**config.mk**
```make
export PLATFORM = sky130hd
export DESIGN_NAME = collision_scan_flat
export DESIGN_NICKNAME = d
export VERILOG_FILES = /design/src/rtl/collision_scan_pkg.sv /design/src/rtl/collision_scan_if.sv /design/src/rtl/bitwise_and.sv /design/src/rtl/collision_scan.sv /design/src/flat_wrapper.sv
export SDC_FILE = /design/constraint.sdc
export NUM_CORES = 1
export LEC_CHECK = 0
export ABC_AREA = 1
export BUFFER_PORTS_ARGS = -buffer_cell sky130_fd_sc_hd__clkbuf_2
export CAP_MARGIN = 0
export CORE_ASPECT_RATIO = 0.5
export CORE_UTILIZATION = 36
export DETAILED_ROUTE_END_ITERATION = 10
export RECOVER_POWER = 25
export SKIP_LAST_GASP = 1
export SLEW_MARGIN = 15
export SYNTH_ARGS = -nofsm -noshare
export SYNTH_HDL_FRONTEND = slang
export SYNTH_SLANG_ARGS = --single-unit
```
**constraint.sdc**
```tcl
create_clock -name clock -period 5.4 [get_ports clock]
set_input_delay 0.27 -clock clock [delete_from_list [all_inputs] [get_ports clock]]
set_output_delay 0.27 -clock clock [all_outputs]
set_load 0.05 [all_outputs]
```
**src/rtl/collision_scan_pkg.sv**
```systemverilog
// collision_scan_pkg
//   Shared constants and FSM encoding for the collision scanner.
//   BOARD_ROWS : playfield rows (0..BOARD_ROWS-1)
//   ROW_W      : bits per board/piece row
//   PIECE_ROWS : rows in a piece footprint
package collision_scan_pkg;

    localparam int BOARD_ROWS = 20;
    localparam int ROW_W      = 32;
    localparam int PIECE_ROWS = 4;

    typedef enum logic [1:0] {
        ST_IDLE  = 2'd0,
        ST_READ  = 2'd1,
        ST_CHECK = 2'd2,
        ST_DONE  = 2'd3
    } state_e;

endpackage

```
**src/rtl/collision_scan_if.sv**
```systemverilog
// collision_scan_if
//   Request, result and board-memory signals of the collision scanner.
//   master : the requester / board memory side
//   slave  : the scanner itself
//   start, piece_mask, base_row : scan request
//   busy, done, collision, hit_row : status and result
//   board_rd_addr, board_rd_data : synchronous board memory read port
interface collision_scan_if
    import collision_scan_pkg::*;
#(
    parameter int W = ROW_W
);
    logic                     start;
    logic [PIECE_ROWS*W-1:0]  piece_mask;
    logic [4:0]               base_row;
    logic [4:0]               board_rd_addr;
    logic [W-1:0]             board_rd_data;
    logic                     busy;
    logic                     done;
    logic                     collision;
    logic [5:0]               hit_row;

    modport master (
        output start, piece_mask, base_row, board_rd_data,
        input  board_rd_addr, busy, done, collision, hit_row
    );

    modport slave (
        input  start, piece_mask, base_row, board_rd_data,
        output board_rd_addr, busy, done, collision, hit_row
    );
endinterface

```
**src/rtl/bitwise_and.sv**
```systemverilog
// bitwise_and
//   Plain W-bit bitwise AND.
//   a, b : operands
//   y    : a & b
module bitwise_and #(
    parameter int W = 32
) (
    input  logic [W-1:0] a,
    input  logic [W-1:0] b,
    output logic [W-1:0] y
);
    assign y = a & b;
endmodule

```
**src/rtl/collision_scan.sv**
```systemverilog
// collision_scan
//   Scans the four rows of a piece against the board, one row per
//   READ/CHECK pair, stopping at the first overlap. Rows at or beyond
//   BOARD_ROWS act as a solid floor.
//   clock, reset : rising-edge clock, synchronous active-high reset
//   bus          : request/result/board-memory signals (slave side)
//
//   state    | meaning
//   ---------+--------------------------------------------------------
//   ST_IDLE  | waiting for start; result outputs hold last scan
//   ST_READ  | board address for piece row idx presented to memory
//   ST_CHECK | board data back; test overlap, advance or finish
//   ST_DONE  | one-cycle done pulse
module collision_scan
    import collision_scan_pkg::*;
#(
    parameter int BOARD_ROWS = collision_scan_pkg::BOARD_ROWS,
    parameter int ROW_W      = collision_scan_pkg::ROW_W
) (
    input  logic             clock,
    input  logic             reset,
    collision_scan_if.slave  bus
);

    state_e                      state_q, state_d;
    logic [1:0]                  idx_q, idx_d;
    logic [PIECE_ROWS*ROW_W-1:0] mask_q, mask_d;
    logic [4:0]                  base_q, base_d;
    logic                        collision_q, collision_d;
    logic [5:0]                  hit_row_q, hit_row_d;

    logic [5:0]                  row;
    logic                        row_in_range;
    logic [ROW_W-1:0]            piece_row;
    logic [ROW_W-1:0]            eff_board;
    logic [ROW_W-1:0]            overlap;
    logic                        hit;
    logic [4:0]                  rd_addr;

    // Six bits wide so base_row+idx past 31 never aliases onto the board.
    assign row          = {1'b0, base_q} + {4'b0, idx_q};
    assign row_in_range = (row < 6'(BOARD_ROWS));
    assign piece_row    = mask_q[ROW_W*int'(idx_q) +: ROW_W];
    assign eff_board    = row_in_range ? bus.board_rd_data : '1;

    bitwise_and #(.W(ROW_W)) u_and (
        .a (piece_row),
        .b (eff_board),
        .y (overlap)
    );

    assign hit = |overlap;

    always_comb begin
        state_d     = state_q;
        idx_d       = idx_q;
        mask_d      = mask_q;
        base_d      = base_q;
        collision_d = collision_q;
        hit_row_d   = hit_row_q;
        rd_addr     = 5'd0;

        case (state_q)
            ST_IDLE: begin
                if (bus.start) begin
                    mask_d      = bus.piece_mask;
                    base_d      = bus.base_row;
                    idx_d       = 2'd0;
                    collision_d = 1'b0;
                    hit_row_d   = 6'd0;
                    state_d     = ST_READ;
                end
            end
            ST_READ: begin
                if (row_in_range) rd_addr = row[4:0];
                state_d = ST_CHECK;
            end
            ST_CHECK: begin
                // Address held so the memory port stays stable while data is consumed.
                if (row_in_range) rd_addr = row[4:0];
                if (hit) begin
                    collision_d = 1'b1;
                    hit_row_d   = row;
                    state_d     = ST_DONE;
                end else if (idx_q == 2'(PIECE_ROWS-1)) begin
                    state_d = ST_DONE;
                end else begin
                    idx_d   = idx_q + 2'd1;
                    state_d = ST_READ;
                end
            end
            ST_DONE: begin
                state_d = ST_IDLE;
            end
            default: begin
                state_d = ST_IDLE;
            end
        endcase
    end

    always_ff @(posedge clock) begin
        if (reset) begin
            state_q     <= ST_IDLE;
            idx_q       <= 2'd0;
            mask_q      <= '0;
            base_q      <= 5'd0;
            collision_q <= 1'b0;
            hit_row_q   <= 6'd0;
        end else begin
            state_q     <= state_d;
            idx_q       <= idx_d;
            mask_q      <= mask_d;
            base_q      <= base_d;
            collision_q <= collision_d;
            hit_row_q   <= hit_row_d;
        end
    end

    assign bus.board_rd_addr = rd_addr;
    assign bus.busy          = (state_q != ST_IDLE);
    assign bus.done          = (state_q == ST_DONE);
    assign bus.collision     = collision_q;
    assign bus.hit_row       = hit_row_q;

endmodule

```
**src/flat_wrapper.sv**
```systemverilog
// flat-port wrapper written by rule: the top's interface ports become plain ports
module collision_scan_flat import collision_scan_pkg::*;
#(
    parameter int BOARD_ROWS = collision_scan_pkg::BOARD_ROWS,
    parameter int ROW_W      = collision_scan_pkg::ROW_W
)
  (clock, reset, bus_start, bus_piece_mask, bus_base_row, bus_board_rd_data, bus_board_rd_addr, bus_busy, bus_done, bus_collision, bus_hit_row);
  collision_scan_if bus_i ();
  input  logic clock;
  input  logic reset;
  input wire logic [$bits(bus_i.start)-1:0] bus_start;
  input wire logic [$bits(bus_i.piece_mask)-1:0] bus_piece_mask;
  input wire logic [$bits(bus_i.base_row)-1:0] bus_base_row;
  input wire logic [$bits(bus_i.board_rd_data)-1:0] bus_board_rd_data;
  output wire logic [$bits(bus_i.board_rd_addr)-1:0] bus_board_rd_addr;
  output wire logic [$bits(bus_i.busy)-1:0] bus_busy;
  output wire logic [$bits(bus_i.done)-1:0] bus_done;
  output wire logic [$bits(bus_i.collision)-1:0] bus_collision;
  output wire logic [$bits(bus_i.hit_row)-1:0] bus_hit_row;
  assign bus_i.start = bus_start;
  assign bus_i.piece_mask = bus_piece_mask;
  assign bus_i.base_row = bus_base_row;
  assign bus_i.board_rd_data = bus_board_rd_data;
  assign bus_board_rd_addr = bus_i.board_rd_addr;
  assign bus_busy = bus_i.busy;
  assign bus_done = bus_i.done;
  assign bus_collision = bus_i.collision;
  assign bus_hit_row = bus_i.hit_row;
  collision_scan #(.BOARD_ROWS(BOARD_ROWS), .ROW_W(ROW_W)) u_core (.clock(clock), .reset(reset), .bus(bus_i));
endmodule
```
---- Word-level counts from Yosys, hierarchy flattened ----
Cells that the tools add are included.
word-level totals
  flip-flop bits (word level) ............. 144
  input port bits ......................... 168
  output and inout bits ................... 14
  word-level logic and storage cells ...... 44
cells by class
  add/subtract/negate cells ............... 2
  $lt $le $gt $ge ......................... 1
  eq/ne operators ......................... 8
  shift-type cells ........................ 1
  mux-type cells .......................... 17
  bitwise gates (word level) .............. 1
  reductions and logical operators ........ 8
operators with widths
  cell                   count
  $shiftx A128 B8 Y32    1
  $and A32 B32 Y32       1
  $mux W32               1
  $reduce_or A32 Y1      1
  $mux W2                6
  $mux W6                2
  $pmux W6 S2            1
  $mux W5                2
  $pmux W2 S4            1
  $add A5 B2 Y6          1
  $eq A2 B2 Y1 const B   3
  $lt A6 B5 Y1 const B   1
  $ne A2 B2 Y1 const B   3
  $pmux W2 S2            1
  $reduce_and A4 Y1      1
  $reduce_bool A2 Y1     2
  $reduce_and A3 Y1      1
  $add A2 B1 Y2 const B  1
  $eq A2 B1 Y1 const B   1
  $logic_not A2 Y1       1
  $mux W1                2
  $ne A2 B1 Y1 const B   1
  $pmux W1 S2            1
  $reduce_and A2 Y1      1
  $reduce_or A2 Y1       1

---- Depth between registers and ports, before layout ----
Gate-level depths: netlist (run 1).
  depth after elaboration ................. 7
  mapped depth ............................ 20

---- By module ----
From an unflattened synthesis (run 1), not the netlist that was laid out.
second synthesis, totals
  cells, all modules ...................... 1,020
  area, all modules ....................... 6,670.1 um^2
modules (own cells, without submodules)
  module          instances  cells an instance  area an instance (um^2)
  collision_scan  1          956                6,429.9
  bitwise_and     1          64                 240.2

---- Worst setup path after synthesis (run 1) ----
No wires, ideal clock.
  kind .................................... flip-flop to output port
  start point ............................. reg u_core.idx_q[1]
  end point ............................... out bus_board_rd_addr[0]
  data arrival time ....................... 2,618 ps
  data required time ...................... 5,130 ps
  slack ................................... 2,512 ps
  stages on the path, launching flop included .. 12
  path through ............................ dfxtp_1 -> buf_2 -> clkbuf_1 -> inv_1 -> fa_1 -> inv_1 -> nand3_1 -> xnor2_2 -> nand2_4 -> buf_6 -> nand3_1 -> nor2_1
between the ends
  cells in the longest elaborated chain, start to end .. 4
RTL lines
  item                    line                                        text
  start, declared         collision_scan.sv:26                        logic [1:0] idx_q, idx_d;
  start signal, assigned  collision_scan.sv:111                       idx_q <= idx_d;
  $add A5 B2 Y6           collision_scan.sv:41                        assign row = {1'b0, base_q} + {4'b0, idx_q};
  $lt A6 B5 Y1            collision_scan.sv:42                        assign row_in_range = (row < 6'(BOARD_ROWS));
  $mux W5                 collision_scan.sv:75, collision_scan.sv:80
  $mux W5                 -
  end, declared           flat_wrapper.sv:15                          output wire logic [$bits(bus_i.board_rd_addr)-1:0] bus_board_rd_addr;
Every way passes these cells.

==> results of run 1 <==
[layout make-up]
| class | count | area (µm²) | share of cell area [%] |
|---|---|---|---|
| multi-input combinational | 695 | 3257 | 39.67 |
| inverter | 61 | 229.0 | 2.789 |
| tap | 234 | 292.8 | 3.566 |
| clock buffer | 19 | 432.9 | 5.273 |
| sequential | 144 | 2885 | 35.14 |
| timing repair buffer | 186 | 927.1 | 11.29 |
| clock inverter | 13 | 186.4 | 2.271 |
[power by group]
| part | switching [mW] | internal [mW] |
|---|---|---|
| registers | 0.0927 | 1.24 |
| clock network | 0.474 | 0.774 |
| logic | 0.741 | 0.350 |
| total | 1.31 | 2.37 |
[synth_stat cells, types with 2 or more instances]
| master | instances |
|---|---|
| a21oi_1 | 76 |
| buf_1 | 8 |
| buf_2 | 8 |
| buf_6 | 3 |
| clkbuf_1 | 53 |
| clkinv_1 | 2 |
| dfxtp_1 | 144 |
| ha_1 | 7 |
| inv_1 | 58 |
| nand2_1 | 77 |
| nand2_4 | 2 |
| nand3_1 | 15 |
| nand3_2 | 2 |
| nand3b_1 | 22 |
| nand4_1 | 8 |
| nor2_1 | 247 |
| nor2_2 | 2 |
| o21ai_0 | 221 |
| o21ai_1 | 10 |
[flip-flops by register name, indices dropped and copies added (netlist names)]
name,count
u_core.state_q,2
u_core.bus.collision,1
u_core.base_q,5
u_core.bus.hit_row,6
u_core.idx_q,2
u_core.mask_q,128
[worst max-delay path by stage]
stage	end	slack [ns]	depth (start not counted)
6_report	u_core.mask_q[115]	1.63	5
2_1_floorplan	bus_board_rd_addr[0]	2.51	11
4_1_cts	bus_board_rd_addr[2]	1.81	10
3_3_place_gp	u_core.idx_q[0]	2.03	18
3_5_place_dp	u_core.idx_q[1]	1.89	18
5_1_grt	u_core.mask_q[115]	1.20	5
[kinds of logic (layout without fill, tap and decap cells)]
kind of cell	Yosys count	count (layout)	synth area share (%)
compound gates	308	308	23.17
simple gates	377	377	23.60
flops	144	144	43.26
buf+inv	133	279	7.980
fa+ha+maj	8	8	1.615
xor+xnor	2	2	0.3756
[through the flow]
stage                     total power, mW  util, %  worst slack [ns]
after detailed placement            2.430    42.88             1.885
after CTS                           3.673    46.37             1.813
after global placement              2.407    42.88             2.032
after floorplan                     2.110        -             2.512
final                               3.674    46.28             1.631
after global routing                3.905    46.28             1.198
[cell usage in the layout (no fill, tap or decap), drive strengths merged, types with 5 or more instances in the layout]
cell | Yosys | layout
a21oi | 76 | 76
clkbuf | 53 | 201
clkinv | 2 | 5
dfxtp | 144 | 144
ha | 7 | 7
inv | 59 | 61
nand2 | 80 | 80
nand3 | 17 | 17
nand3b | 22 | 22
nand4 | 8 | 8
nor2 | 249 | 249
o21ai | 231 | 231
[worst min-delay path, stage by stage]
cell and delay [ns]:
clkbuf_2 0.07, o21ai_0 0.07, nor2_1 0.08
[metal layers]
metal  up-vias  GRT usage (%)
li1       3445              -
met1      3055          34.50
met4         0          7.204
met5         -              0
met3        21          3.834
met2       188          29.30
==> metrics.yaml, run 1 <==
status: "complete, but fails checks"
violations: "capacitance limit, slew limit"
final_nets: 1281
vdd_drop_max_mv: 0.2613
yosys.area.top_type: "dfxtp_1"
final_cell_count_no_fill: 1352
place_area_um2: 7607
clock_path_buffers: 2
via_per_inst: 4.962
hold_buffers: 0
portBuffers: 181
hold_violations: 0
rsz0062_at_grt: "false"
hold_ws_ns: 0.09902
grt_pass1_wl_um: 32310
cts_buffers: 17
ys_types: 26
yosys.area.top_type_share_pct: 43.26
worstSkewPairLatency_ns: 0.42
timing.rr.end: "u_core.idx_q[1]"
fin_skew_ns: 0.01026
ys_top_cells_by_area: "dfxtp_1 43%, o21ai_0 17%, nor2_1 14%, a21oi_1 5.7%, nand2_1 4.3%"
startpoint: "reset"
dr_wl_met2_um: 8143
clk_pin_slew_ns: 0.07
min_from: "bus_piece_mask[73]"
cp_slowest_stage_delay_ns: 1.43
rows: 34
cp-start-kind: "input pin"
clock-sinks: 144
cap_viol_max_count: 2
grt_max_degree: 100
cpMostUsedCell: "clkbuf_1"
drive_above_1_share_pct: 19.32
clockRootBuffer: "clkbuf_16"
critPathArrivalTime_ns: 4.10
cp-end-kind: "flip-flop"
drt_iter0_drc: 502
synth.cell_area_um2: 6664
synth_seq_cells: 144
syn2layout_area_growth_pct: 23.21
fin_crit_ns: 3.769
core_area_um2: 17740
final-setup-viol-count: 0
fp.dieW_um: 194.4
avgSynthCellArea_um2: 6.856
cp_slowest_cell: "clkbuf_1"
worst_r2r_path_depth: 18
grt_pass1_vias: 6145
crit_chain: "clkbuf_1 > inv_1 > clkbuf_1 > o21ai_0 > nor2_1"
worstPathRequired_ns: 5.74
fp.dieArea_um2: 19090
ys.flop_type: "dfxtp_1"
syn_inst: 972
fillers: 1847
highest_layer: "met4"
min_to: "u_core.mask_q[73]"
powerDensity_nw_per_um2: 447.5
syn_nets: 1148
die_h_um: 98.21
drv_slew: 139
hold_depth: 3
critPathBufInv: 3
crit_family: "buffers and inverters"
gp_congestion: 0.8551
met1Wirelength_um: 11280
grtUsageTotal_pct: 21.94
ioPinCount: 182
hp-class: "input pin to flip-flop"
postCtsSetupBuffers: 0
dp_hpwl_um: 14940
wl_per_cell_um: 15.45
synth_edf_count: 0
antenna_found_initial: 0
post_cts_resized: 0
max_slew_margin_pct: -25.76
min_period_over_period_pct: 69.80
dp_cells: 1320
dr.pass1.iters: 5
cts_max_level: 4
tightest_slew_ns: 1.884
vias: 6709
route.met3.wl_um: 1142
tns_ns: 0
cts_tree: "done"
wl_um: 20890
seq_area_frac_synth_pct: 43.26
p_leak_nw: 3.672
drc: 0
initial_utilization_pct: 37.57
final_area_um2: 8210
crit_type: "input pin to flip-flop"
path_max_fanout: 75
async_flop_share_pct: 0
ant_nets: 0
synth-warning-count: 0
grt_overflow: 0
n_antenna_cell: 0
fmax_ghz: 0.2653
reg2reg_from: "u_core.idx_q[1]"
rrSetupSlack_ns: 1.84
Note: power is estimated with default switching activity, not from simulation.
==> run 2, diff against run 1 <==
- clock period: 5.4 -> 3.8 ns (I/O delays scaled with it)
==> metrics.yaml, run 2 (synthesized netlist as in run 1, its figures left out) <==
status: "complete, but fails checks"
violations: "capacitance limit"
ant_nets: 0  # unchanged
drc: 0  # unchanged
final_cell_count_no_fill: 1355  # +0.22%
final_cell_mix: "247 x nor2_1, 221 x o21ai_0, 172 x clkbuf_2"
cts_buffers: 17  # unchanged
cp-start-kind: "flip-flop"
gp_congestion: 0.8576  # +0.29%
clock_path_buffers: 2  # unchanged
fmax_ghz: 0.3185
tightest_slew_ns: 1.473  # -0.4116 ns
dp_hpwl_um: 14980  # +0.26%
die_h_um: 98.21  # unchanged
fp.dieArea_um2: 19090  # unchanged
n_antenna_cell: 0  # unchanged
vias: 6707  # -0.030%
worstPathRequired_ns: 3.61  # -2.13 ns
seqPwrFrac_pct: 36.5  # about the same
grt_overflow: 0  # unchanged
pre_cts_slack_ns: 0.7245  # -1.161 ns
clockPowerShare_pct: 33.0  # -1.0 points
grt_pass1_wl_um: 32750  # +1.3%
p_int_mw: 3.271  # +38%
grt_max_degree: 100  # unchanged
drive_above_1_share_pct: 19.89  # +0.57 points
cts_tree: "done"
cp_num_cells: 9  # +4
post_cts_resized: 0  # unchanged
portBuffers: 181  # unchanged
hold_depth: 3  # unchanged
drv_slew: 0  # -100%
path_max_fanout: 33  # -56%
cts_max_level: 4  # unchanged
hold_violations: 0  # unchanged
min_period_over_period_pct: 82.62
final-seq-area_um2: 2885  # unchanged
critPathBufInv: 2  # -1
fin_crit_ns: 3.139
grt_pass1_vias: 6133  # -0.20%
critPathArrivalTime_ns: 2.95  # -1.15 ns
final_nets: 1284  # +0.23%
power_mw: 5.172  # +41%
wl_um: 21090  # +0.95%
vdd_drop_max_mv: 0.3079  # +18%
final-setup-viol-count: 0  # unchanged
worst_r2r_path_depth: 17  # -1
hold_buffers: 0  # unchanged
multi_input_area_um2: 3252  # -0.15%
drt_iter0_drc: 531  # +5.8%
crit_family: "simple AND/OR/NAND/NOR gates"
final_common_cell: "nor2_1"
clock-sinks: 144  # unchanged
cp-end-kind: "output pin"
postCtsSetupBuffers: 0  # unchanged
p_sw_mw: 1.901  # +45%
fillers: 1869  # +1.2%
top_register: "u_core.mask_q"
worstSkewPairLatency_ns: 0.43  # about the same
hp-class: "input pin to flip-flop"
dr.pass1.iters: 5  # unchanged
crit_type: "flip-flop to output pin"
cp_slowest_cell: "fa_1"
cap_viol_max_count: 1  # -1
syn2layout_area_growth_pct: 23.56
initial_utilization_pct: 37.57  # unchanged
cp_slowest_stage_delay_ns: 0.45  # -0.98 ns
powerDensity_nw_per_um2: 628.1  # +40%
fp.dieW_um: 194.4  # unchanged
largest_register_ffs: 128  # unchanged
clk_pin_slew_ns: 0.07  # about the same
dp_cells: 1323  # +0.23%
core_area_um2: 17740  # unchanged
rows: 34  # unchanged
max_slew_margin_pct: 1.469  # +27 points
antenna_found_initial: 1  # +1
clockRootBuffer: "clkbuf_16"
grtUsageTotal_pct: 22.27  # +0.33 points
wl_per_cell_um: 15.56  # +0.73%
crit_chain: "ha_1 > inv_1 > fa_1 > xor2_1 > nand2_1 > nand2_4 > nand3_1 > nor2_1 > clkbuf_2"
rsz0062_at_grt: "false"
fin_skew_ns: 0.01282  # +0.002556 ns
ioPinCount: 182  # unchanged
via_per_inst: 4.950  # -0.25%
tns_ns: 0  # unchanged
switching_share_pct: 36.75  # +1.2 points
p_leak_nw: 3.689  # +0.44%
fin_ws_ns: 0.6605  # -0.9703 ns
p_comb_share_pct: 30.4  # +0.7 points
==> run 2: metrics by stage <==
stage	hold slack [ns]	instance area, µm²	utilization [%]
after detailed placement	0.4461	7655	43.15
final	0.009923	8234	46.42
after global routing	0.02375	8234	46.42
after floorplan	0.3567	6664	-
after CTS	0.005776	8250	46.51
after global placement	0.4411	7655	43.15
==> run 2: power groups by stage <==
stage                     clock (mW)  combinational (mW)  sequential (mW)
after detailed placement           0                1.56             1.92
after global routing            1.80                1.77             1.92
after global placement             0                1.55             1.91
after CTS                       1.73                1.57             1.89
after floorplan                    0                1.11             1.89
final                           1.71                1.57             1.89
==> run 2: path summary, 6_finish.rpt <==
check | from | to | slack [ns]
max reg2reg | u_core.base_q[0] | u_core.idx_q[1] | 0.68
min reg2reg | u_core.mask_q[35] | u_core.mask_q[35] | 0.45
max | u_core.base_q[0] | bus_board_rd_addr[4] | 0.66
min | bus_piece_mask[75] | u_core.mask_q[75] | 0.01
==> run 2: worst register-to-register path: stages (launching register included) <==
cell and delay, ns:
dfxtp_1 0.34, ha_1 0.19, inv_1 0.07, fa_1 0.45, xor2_1 0.26, nand2_1 0.14
nand2_4 0.30, nand3_1 0.15, nand2_1 0.08, nand2_1 0.05, nor2_1 0.10, nand2_1 0.08
nor2_2 0.28, nand2_2 0.19, nand2_1 0.12, nand4_1 0.08, nand2_1 0.08, nor2_1 0.04
==> run 2: final cells by class <==
type	count	area share [%]
multi-input combinational	695	39.49
timing repair buffer	189	11.90
clock inverter	13	1.854
inverter	61	2.781
sequential	144	35.04
clock buffer	19	5.379
tap	234	3.556
==> run 2: routing by layer <==
metal	track usage [%]	wire length, µm	up-vias
li1	-	-	3454
met1	35.33	11360	3040
met2	28.69	8287	181
met3	4.663	1067	30
met4	7.387	356	2
met5	0	11	-
==> run 3, diff against run 2 <==
- ABC_AREA: 1 -> 0
- clock period: 3.8 -> 3.3 ns (I/O delays scaled with it)
==> metrics.yaml, run 3 <==
syn_nets: 1007  # -12%
clock_path_buffers: 2  # unchanged
fin_ws_ns: 0.3052  # -0.3554 ns
synth_edf_count: 0  # unchanged
gp_congestion: 0.9199  # +7.3%
rows: 34  # unchanged
drc: 0  # unchanged
max_slew_margin_pct: 22.29  # +21 points
wl_um: 25390  # +20%
drt_iter0_drc: 476  # -10%
status: "completed"
ant_nets: 0  # unchanged
antenna_found_initial: 1  # unchanged
yosysMostFrequentCell: "nand2_1"
hold_violations: 0  # unchanged
n_antenna_cell: 0  # unchanged
fp.dieW_um: 195.5  # +0.57%
avgSynthCellArea_um2: 8.111  # +18%
multi_input_area_um2: 3567  # +9.7%
ys.flop_type: "dfxtp_1"
fillers: 1626  # -13%
final_cell_mix: "286 x nand2_1, 168 x clkbuf_2, 143 x dfxtp_1"
drv_slew: 0  # unchanged
portBuffers: 181  # unchanged
grt_overflow: 0  # unchanged
fp.dieArea_um2: 19310  # +1.1%
critPathArrivalTime_ns: 3.31  # +0.36 ns
cts_max_level: 4  # unchanged
final_common_cell: "nand2_1"
pre_cts_slack_ns: 0.4092  # -0.3153 ns
ys_top_cells_by_area: "dfxtp_1 43%, nand2_1 16%, a21oi_1 10%, mux2_2 5.3%, mux4_2 3.7%"
tightest_slew_ns: 1.166  # -0.3071 ns
grt_pass1_wl_um: 38670  # +18%
seq_area_frac_synth_pct: 42.77  # -0.49 points
powerDensity_nw_per_um2: 547.8  # -13%
initial_utilization_pct: 37.81  # +0.25 points
worstSkewPairLatency_ns: 0.43  # about the same
fin_crit_ns: 2.995
async_flop_share_pct: 0  # unchanged
ys_types: 55  # +110%
vias: 7109  # +6.0%
rsz0062_at_grt: "false"
syn_inst: 831  # -15%
vdd_drop_max_mv: 0.3260  # +5.9%
cp-end-kind: "flip-flop"
synth_seq_cells: 144  # unchanged
cts_tree: "done"
cap_viol_max_count: 0  # -1
largest_register_ffs: 128  # unchanged
tns_ns: 0  # unchanged
clk_pin_slew_ns: 0.06  # about the same
yosys-top-cells-count: "287 x nand2_1, 144 x dfxtp_1, 141 x a21oi_1"
drive_above_1_share_pct: 23.37  # +3.5 points
min_period_over_period_pct: 90.75
worstPathRequired_ns: 3.62  # about the same
dr.pass1.iters: 5  # unchanged
crit_type: "flip-flop to flip-flop"
p_leak_nw: 3.905  # +5.9%
grt_pass1_vias: 6939  # +13%
path_max_fanout: 41  # +24%
die_h_um: 98.76  # +0.56%
grt_max_degree: 135  # +35%
clock-sinks: 144  # unchanged
via_per_inst: 5.246  # +6.0%
top_register: "u_core.mask_q"
dp_hpwl_um: 18420  # +23%
ioPinCount: 182  # unchanged
final-setup-viol-count: 0  # unchanged
cts_buffers: 17  # unchanged
synth.cell_area_um2: 6740  # +1.1%
yosys.area.top_type_share_pct: 42.77  # -0.49 points
grtUsageTotal_pct: 26.60  # +4.3 points
wl_per_cell_um: 18.74  # +20%
syn2layout_area_growth_pct: 42.06
fin_skew_ns: 0.01157  # -0.001242 ns
synth-warning-count: 0  # unchanged
core_area_um2: 17820  # +0.48%
hp-class: "input pin to flip-flop"
final_nets: 1284  # unchanged
cp-start-kind: "flip-flop"
yosys.area.top_type: "dfxtp_1"
clockRootBuffer: "clkbuf_16"
fmax_ghz: 0.3339
final-seq-area_um2: 2884  # about the same
-- run 3: changes by cell type after synthesis, sizes merged, moves of 36 or more --
cell	delta
a21oi	+65
inv	-45
mux2	+36
nand2	+207
nor2	-234
o21ai	-226
-- run 3: worst paths after layout --
check,startpoint,end,slack [ns],cells after the start
worst max-delay path,u_core.idx_q[0],u_core.bus.hit_row[0],0.31,8
worst max register to register,u_core.idx_q[0],u_core.bus.hit_row[0],0.31,8
worst min-delay path,bus_piece_mask[39],u_core.mask_q[39],0.006,3
worst min register to register,u_core.mask_q[104],u_core.mask_q[104],0.47,2
-- run 3: what timing repair did --
item	4_1_cts	5_1_grt
pin swaps	0	1
hold buffers	124	0
endpoints found under the setup margin	2	5
setup buffers	0	2
resized for setup	1	5
endpoints found under the hold margin	124	0
-- run 3: kinds of logic after synthesis --
kind of cell / Yosys count / share of synthesized area (%)
adders and majority gates: 8 / 1.596
xor gates and xnor gates: 3 / 0.3899
muxes: 50 / 10.97
buffers and inverters: 70 / 4.492
AOI/OAI and AO/OA: 187 / 16.65
and+or+nand+nor: 369 / 23.13
DFF: 144 / 42.77
-- run 3: cell type report --
class                      instances  share of cell area (%)
multi-input combinational        617                   37.25
sequential                       144                   30.12
timing repair buffer             314                   23.62
clock buffer                      24                   4.717
tap                              234                   3.058
clock inverter                     8                  0.6795
inverter                          14                  0.5488
-- run 3: per-layer routing --
| layer | up-vias | share of wire, % | track usage (%) | wire [µm] |
|---|---|---|---|---|
| met5 | - | 0 | 0 | 0 |
| met4 | 0 | 1.4 | 6.541 | 362 |
| met3 | 31 | 6.7 | 5.921 | 1711 |
| met2 | 257 | 44 | 41.70 | 11180 |
| met1 | 3375 | 48 | 37.13 | 12130 |
| li1 | 3446 | - | - | - |
-- run 3: critical path, stage by stage, from the launching register on --
cell and delay [ns]:
dfxtp_2 0.37, buf_12 0.25, mux4_1 0.58, a22oi_1 0.22, o21ai_1 0.10, a2111oi_0 0.63, and2_2 0.30, a31oi_4 0.13
o32ai_1 0.27
-- run 3: stage by stage --
stage / utilization [%] / hold slack [ns] / std cells / area, µm² / power (mW)
floorplan: - / 0.3010 / 831 / 6740 / 2.929
detailed placement: 43.79 / 0.3932 / 1197 / 7805 / 3.384
global route: 53.72 / 0.004129 / 1355 / 9575 / 5.478
CTS: 53.67 / 0.0004187 / 1353 / 9567 / 5.234
finish: 53.72 / 0.005606 / 1355 / 9575 / 5.246
global placement: 43.79 / 0.3912 / 1197 / 7805 / 3.373
-- run 3: power by group --
part	total, mW	switching, mW	internal [mW]	leakage, nW
registers	2.17	0.237	1.94	1.18
logic	1.32	0.762	0.558	2.47
clock network	1.75	0.727	1.03	0.259
